`config.mk`:
```
export PLATFORM = sky130hd
export DESIGN_NAME = pipe_skid_reg
export DESIGN_NICKNAME = d
export VERILOG_FILES = /design/src/rtl/pipe_skid_reg.sv
export SDC_FILE = /design/constraint.sdc
export NUM_CORES = 1
export LEC_CHECK = 0
export CAP_MARGIN = 20
export CORE_MARGIN = 1.5
export CORE_UTILIZATION = 25
export DETAILED_ROUTE_END_ITERATION = 16
export GPL_ROUTABILITY_DRIVEN = 0
export GPL_TIMING_DRIVEN = 0
export MAX_ROUTING_LAYER = met4
export SETUP_SLACK_MARGIN = 0.1
export SLEW_MARGIN = 5
export SYNTH_ARGS = -nofsm -noshare
export SYNTH_HDL_FRONTEND = slang
export SYNTH_SLANG_ARGS = --single-unit
```
`constraint.sdc`:
```
create_clock -name clk -period 2.62 [get_ports clk]
set_input_delay 0.393 -clock clk [delete_from_list [all_inputs] [get_ports clk]]
set_output_delay 0.393 -clock clk [all_outputs]
set_load 0.02 [all_outputs]
```
`src/rtl/pipe_skid_reg.sv`:
```
// Two-entry skid buffer between pipeline stages: valid/ready on both sides, flush, registered ready.
// Optional PIPE_SKID_NOP_INJECT_EN drives NOP_VALUE on out_data during bubbles.
module pipe_skid_reg #(
   parameter int               WIDTH       = 32,
   parameter logic [WIDTH-1:0] RESET_VALUE = '0,
   parameter logic [WIDTH-1:0] NOP_VALUE   = WIDTH'(32'h00000013)
) (
   input  logic             clk,
   input  logic             rst,
   input  logic             flush,
   input  logic             in_valid,
   output logic             in_ready,
   input  logic [WIDTH-1:0] in_data,
   output logic             out_valid,
   input  logic             out_ready,
   output logic [WIDTH-1:0] out_data,
   output logic [1:0]       occupancy
);

   // state | meaning
   // EMPTY | no entries held
   // HALF  | main register holds the head entry
   // FULL  | main holds head, skid holds the next entry
   typedef enum logic [1:0] {
      EMPTY = 2'd0,
      HALF  = 2'd1,
      FULL  = 2'd2
   } state_t;

   state_t           state_q, state_d;
   logic [WIDTH-1:0] main_q, main_d;
   logic [WIDTH-1:0] skid_q, skid_d;
   logic             in_fire, out_fire;

   always_ff @(posedge clk or negedge rst) begin
      if (!rst) begin
         state_q <= EMPTY;
         main_q  <= RESET_VALUE;
         skid_q  <= RESET_VALUE;
      end else begin
         state_q <= state_d;
         main_q  <= main_d;
         skid_q  <= skid_d;
      end
   end

   always_comb begin
      in_fire  = in_valid & in_ready;
      out_fire = out_valid & out_ready;
      state_d  = state_q;
      main_d   = main_q;
      skid_d   = skid_q;
      if (flush) begin
         state_d = EMPTY;
         main_d  = RESET_VALUE;
         skid_d  = RESET_VALUE;
      end else begin
         case (state_q)
            EMPTY: begin
               if (in_fire) begin
                  state_d = HALF;
                  main_d  = in_data;
               end
            end
            HALF: begin
               if (in_fire && out_fire) begin
                  main_d = in_data;
               end else if (in_fire) begin
                  state_d = FULL;
                  skid_d  = in_data;
               end else if (out_fire) begin
                  state_d = EMPTY;
               end
            end
            FULL: begin
               // in_ready is low here, so only a drain can happen
               if (out_fire) begin
                  state_d = HALF;
                  main_d  = skid_q;
               end
            end
            default: state_d = EMPTY;
         endcase
      end
   end

   always_comb begin
      in_ready  = 1'b1;
      out_valid = 1'b0;
      occupancy = 2'd0;
      case (state_q)
         EMPTY: begin
            in_ready  = 1'b1;
            out_valid = 1'b0;
            occupancy = 2'd0;
         end
         HALF: begin
            in_ready  = 1'b1;
            out_valid = 1'b1;
            occupancy = 2'd1;
         end
         FULL: begin
            in_ready  = 1'b0;
            out_valid = 1'b1;
            occupancy = 2'd2;
         end
         default: begin
            in_ready  = 1'b1;
            out_valid = 1'b0;
            occupancy = 2'd0;
         end
      endcase
   end

`ifdef PIPE_SKID_NOP_INJECT_EN
   assign out_data = out_valid ? main_q : NOP_VALUE;
`else
   logic unused_nop_value;
   assign unused_nop_value = ^NOP_VALUE;
   assign out_data = main_q;
`endif

endmodule

```
# Word level (Yosys, flattened, before mapping)
# Index checks and enable logic that the tools add are counted.
dict set report word_totals {
  register_bits 66
  input_bits 37
  output_inout_bits 36
  elab_cells 40
}
dict set report classes {
  n_eq_ne 8
  mux 18
  n_bitwise 2
  reduce_logical 9
}
# operator n
set ops {}
lappend ops {{2-to-1 mux 32 bit} 7}
lappend ops {{case mux 32 bit (3 select lines)} 1}
lappend ops {{2-to-1 mux 2 bit} 6}
lappend ops {{inequality test 3 bit, second input constant} 4}
lappend ops {{AND reduction 4 bit} 2}
lappend ops {{case mux 2 bit (3 select lines)} 1}
lappend ops {{inequality test 4 bit, second input constant} 1}
lappend ops {{case mux 2 bit (2 select lines)} 1}
lappend ops {{nonzero test 2 bit} 2}
lappend ops {{nonzero test 4 bit} 1}
lappend ops {{AND reduction 3 bit} 1}
lappend ops {{bitwise AND 1 bit} 2}
lappend ops {{equality test 2 x 1 -> 1 bit, second input constant} 1}
lappend ops {{equality test 2 bit, second input constant} 1}
lappend ops {{zero test 2 bit} 1}
lappend ops {{2-to-1 mux 1 bit} 2}
lappend ops {{inequality test 2 bit, second input constant} 1}
lappend ops {{OR reduction 2 bit} 1}
lappend ops {{logical AND 1 bit} 1}

# Depth between registers and ports, before layout
dict set report depth {
  depth_word 9
  mapped_depth 8
  ltp_nobuf 6
}

# Worst setup path before layout
# Ideal clock, no wire load.
dict set report synth_timing {
  kind {flip-flop to flip-flop}
  startpoint {reg state_q[0]}
  endpoint {reg main_q[0], in the netlist out_data[0]}
  setup_time_ns 0.125
  arrival_time_ns 2.161
  required_time_ns 2.495
  slack_ns 0.333
  stages_incl_launch_ff 9
  path_buffers 2
  synth_period_minus_slack_ns 2.287
  cell_sequence {dfrtp_1 > inv_1 > ha_1 > and2_1 > o32ai_2 > or3b_1 > buf_6 > buf_12 > mux2_4}
}
dict set report synth_between {
  elab_chain_len 7
  word_cells_on_any_way 16
  classes_between {eq/ne (5); mux (4); bitwise (2); reduce/logical (5)}
}
# element line_no
set synth_rtl {}
lappend synth_rtl {{start: declaration} 30} ;# state_t state_q, state_d;
lappend synth_rtl {{start signal: assignment} 41} ;# state_q <= state_d;
lappend synth_rtl {{equality test 2 bit or equality test 2 x 1 -> 1 bit (tied branches)} 91} ;# case (state_q)
lappend synth_rtl {{OR reduction 2 bit (no source line) *} n/a}
lappend synth_rtl {{2-to-1 mux 1 bit *} 91}
lappend synth_rtl {{via out_valid} 14} ;# output logic out_valid,
lappend synth_rtl {{bitwise AND 1 bit *} 49} ;# out_fire = out_valid & out_ready;
lappend synth_rtl {{logical AND 1 bit} 66} ;# if (in_fire && out_fire) begin
lappend synth_rtl {{inequality test 3 bit (no source line)} n/a}
lappend synth_rtl {{AND reduction 4 bit (no source line) *} n/a}
lappend synth_rtl {{end signal: assignment} 42} ;# main_q <= main_d;
lappend synth_rtl {{end: declaration} 31} ;# logic [WIDTH-1:0] main_q, main_d;
# Mark *: on every way through the listed nets, which the timed path passes. The rest lies on a longest branch.
# A chain may end at the register's enable or synchronous reset.

# Worst setup path after layout
dict set report layout_timing {
  startpoint {reg state_q[0]}
  endpoint {reg main_q[17], in the netlist out_data[17]}
}
dict set report layout_between {
  elab_chain_len 7
  word_cells_on_any_way 16
  classes_between {eq/ne (5); mux (4); bitwise (2); reduce/logical (5)}
}
# element line_no
set layout_rtl {}
lappend layout_rtl {{equality test 2 bit or equality test 2 x 1 -> 1 bit (tied branches)} {58, 91}}
lappend layout_rtl {{OR reduction 2 bit (no source line)} n/a}
lappend layout_rtl {{2-to-1 mux 1 bit} 91}
lappend layout_rtl {{bitwise AND 1 bit} 49}
lappend layout_rtl {{logical AND 1 bit} 66}
lappend layout_rtl {{inequality test 3 bit (no source line)} n/a}
lappend layout_rtl {{AND reduction 4 bit (no source line)} n/a}
# Several ways; a longest one is shown, not always the timed one.

==> results.md <==
* Register area share after synthesis at roughly half
* Clk buf depth at 2
* Final nets at 372
* Outcome: complete, no violations
* Postcts setup bufs at 0
* Commonest non-fill, non-tap cells in the layout: 70 x clkdlybuf4s50_1, 66 x dfrtp_1, 34 x nor2_1
* # setup viols final at 0
* Hold_sp: skid_q[4]
* Synthesized area at 3200 um2
* Initial drt markers at 96
* Worst reg-to-reg setup slack at slightly below 0.3 ns
* Mapped Nets at roughly 290
* Worst r2r path cells at 8
* Slew @ Worst Pin at roughly 0.58 ns
* DRC at 0
* Cell area power density at ~1100 nW/um2
* Crit-path cells: inv_1, ha_1, and2_1, o32ai_2, or3b_1, buf_6, buf_12, mux2_4
* Worst hold path class: flip-flop to flip-flop
* Hold Violations, Final at 0
* Drt pass-1 iters at 4
* Detailed placement HPWL at between 5000 and 6000 um
* Initial antenna violation count at 0
* Post-Route Skew at 0.00374 ns
* Async SR Flop Fraction at 100%
* Cells on Worst Hold Path at 1
* CTS tree: built
* PortBufs at between 70 and 80
* Vias per inst at between 4 and 5
* CP endpoint kind: flip-flop
* Slowest CP cell: dfrtp_1
* Leakage at 1.98 nW
* Synth cell types at 29
* Number of synthesized flops with an enable pin at 0
* Total GRT Usage at about an eighth
* CTS Buf Count at 9
* Via count at roughly 2200
* Die area at 13500 um2
* Number of synthesized register bits at 66
* Clock sink count at 66
* Period utilization at around nine tenths
* Sum Neg Setup Slack at 0 ns
* Die Ht at about 120 um
* Mean Syn Cell Area at ~13 um2
* Vias in the first global route at 2396
* Drt total wl at roughly 8000 um
* RSZ-0062 raised after global routing: false
* Wire per inst at 15.7 um
* CP arrival at 2.55 ns
* VDD IR max at roughly 420 uV
* Core outline area at 12600 um2
* WP data required at 2.84 ns
* Share of post-route cells with drive strength above 1 at approximately 17%
* Crit path kind: flip-flop to flip-flop
* Post-Syn Instances at between 200 and 250
* Root Driver: clkbuf_16
* MaxCap Viol Count at 0
* Diodes inserted at 0
* Largest delay contributor family on the critical path: simple AND/OR/NAND/NOR gates
* Clk pin slew, worst setup/hold paths at roughly 0.05 ns
* R2R Path Start: state_q[0]
* Ys Warns at 0
* Slowest cell delay on critical path at between 0.4 and 0.5 ns
* F_max at 430 MHz
* Crit path buffers/inverters at 3
* Commonest non-fill, non-tap cell in the layout: clkdlybuf4s50_1
* Grt total ovfl at 0
* Worst reg2reg endpoint: out_data[17]
* H-Tree Level Count at 3
* Largest net degree at the start of global routing at 45
* Worst Path Max Fanout at 10
* Final ANT Viol Nets at 0
* Nature of the critical path startpoint: flip-flop
* Min cycle time layout at around 2.3 ns
* Initial Util at approximately 25%
* Relative slew slack at slightly above 60%
* Slew Limit Fails at 0
* IO Count at 73
* Cell row count at 41
* Predominant post-synthesis flop cell: dfrtp_1
* Hold EP: skid_q[4]
* Power, Total at ~4.9 mW
* Chip Width at 116 um
* Worst-skew pair later-pin latency at about 0.34 ns
* Synthesis-to-layout area growth at 40.3%
* Global-route wire length before repair at ~13000 um
==> per-stage QoR <==
step           worst slack (ns)  hold slack (ns)  cell area (um2)  util (%)  std cells
2_1_floorplan             0.333           0.0974             3200         -        245
3_3_place_gp              -1.15            0.487             4140      32.9        489
3_5_place_dp            0.00578            0.326             4170      33.1        490
4_1_cts                   0.122            0.507             4490      35.7        506
5_1_grt                   0.127            0.522             4500      35.8        506
6_report                  0.293            0.503             4500      35.8        506
==> repair_timing <==
| action | CTS | global route |
|---|---|---|
| endpoints found under the setup margin | 1 | 31 |
| endpoints found under the hold margin | 22 | 0 |
| resized for setup | 3 | 4 |
| pin swaps | 0 | 0 |
| hold buffers | 1 | 0 |
==> cells in the mapped netlist, drive strengths merged (4+ instances only) <==
cell,number,share of area [%]
a22o,31,8.5
buf,8,2.8
clkbuf,10,1.2
dfrtp,66,52
ha,5,2.0
inv,4,0.47
mux2,32,15
mux2i,33,10
nand2,4,0.47
nor2,34,4.0
==> how the worst max path moves through the flow <==
| stage | from | endpoint | slack [ns] | cells after the start |
|---|---|---|---|---|
| final | state_q[0] | out_data[17] | 0.29 | 8 |
| after global routing | state_q[0] | skid_q[10] | 0.13 | 6 |
| after CTS | state_q[0] | in_ready | 0.12 | 6 |
| after detailed placement | flush | skid_q[10] | 0.006 | 5 |
| after global placement | rst | skid_q[13] | -1.15 | 1 |
| after floorplan | state_q[0] | out_data[0] | 0.33 | 8 |
==> power by group <==
group / total, mW / internal [mW] / switching (mW)
combinational: 2.13 / 1.16 / 0.968
sequential: 1.51 / 1.32 / 0.188
clock: 1.24 / 0.807 / 0.432
==> per-layer routing <==
metal	part of all wire, %	global-route usage (%)	up-vias
li1	-	-	1046
met5	0	-	-
met3	4.3	4.20	9
met2	47	20.6	52
met1	47	15.8	1095
met4	1.7	5.20	0
==> registers in the layout (all words and copies together) (netlist names) <==
name,count
out_data,32
state_q,2
skid_q,32
==> final cells by class <==
type / instances / area, um2
Buffer: 18 / 136
Clock buffer: 13 / 270
Clock inverter: 2 / 35.0
Fill cell: 1233 / 8070
Inverter: 4 / 15.0
Multi-Input combinational cell: 157 / 1420
Sequential cell: 66 / 1650
Tap cell: 172 / 215
Timing Repair Buffer: 74 / 758
==> logic make-up (layout without fill, tap and decap cells) <==
family | Yosys count | count (layout) | share of synthesized area, %
AND/OR/NAND/NOR | 48 | 48 | 6.44
XOR/XNOR | 1 | 1 | 0.273
AO/OA/AOI/OAI | 38 | 38 | 10.3
multiplexers | 65 | 65 | 25.1
adder cells (fa/ha/maj) | 5 | 5 | 1.95
flip-flops | 66 | 66 | 51.5
buffers and inverters | 22 | 111 | 4.45
Power figures use the tool's default switching activity.
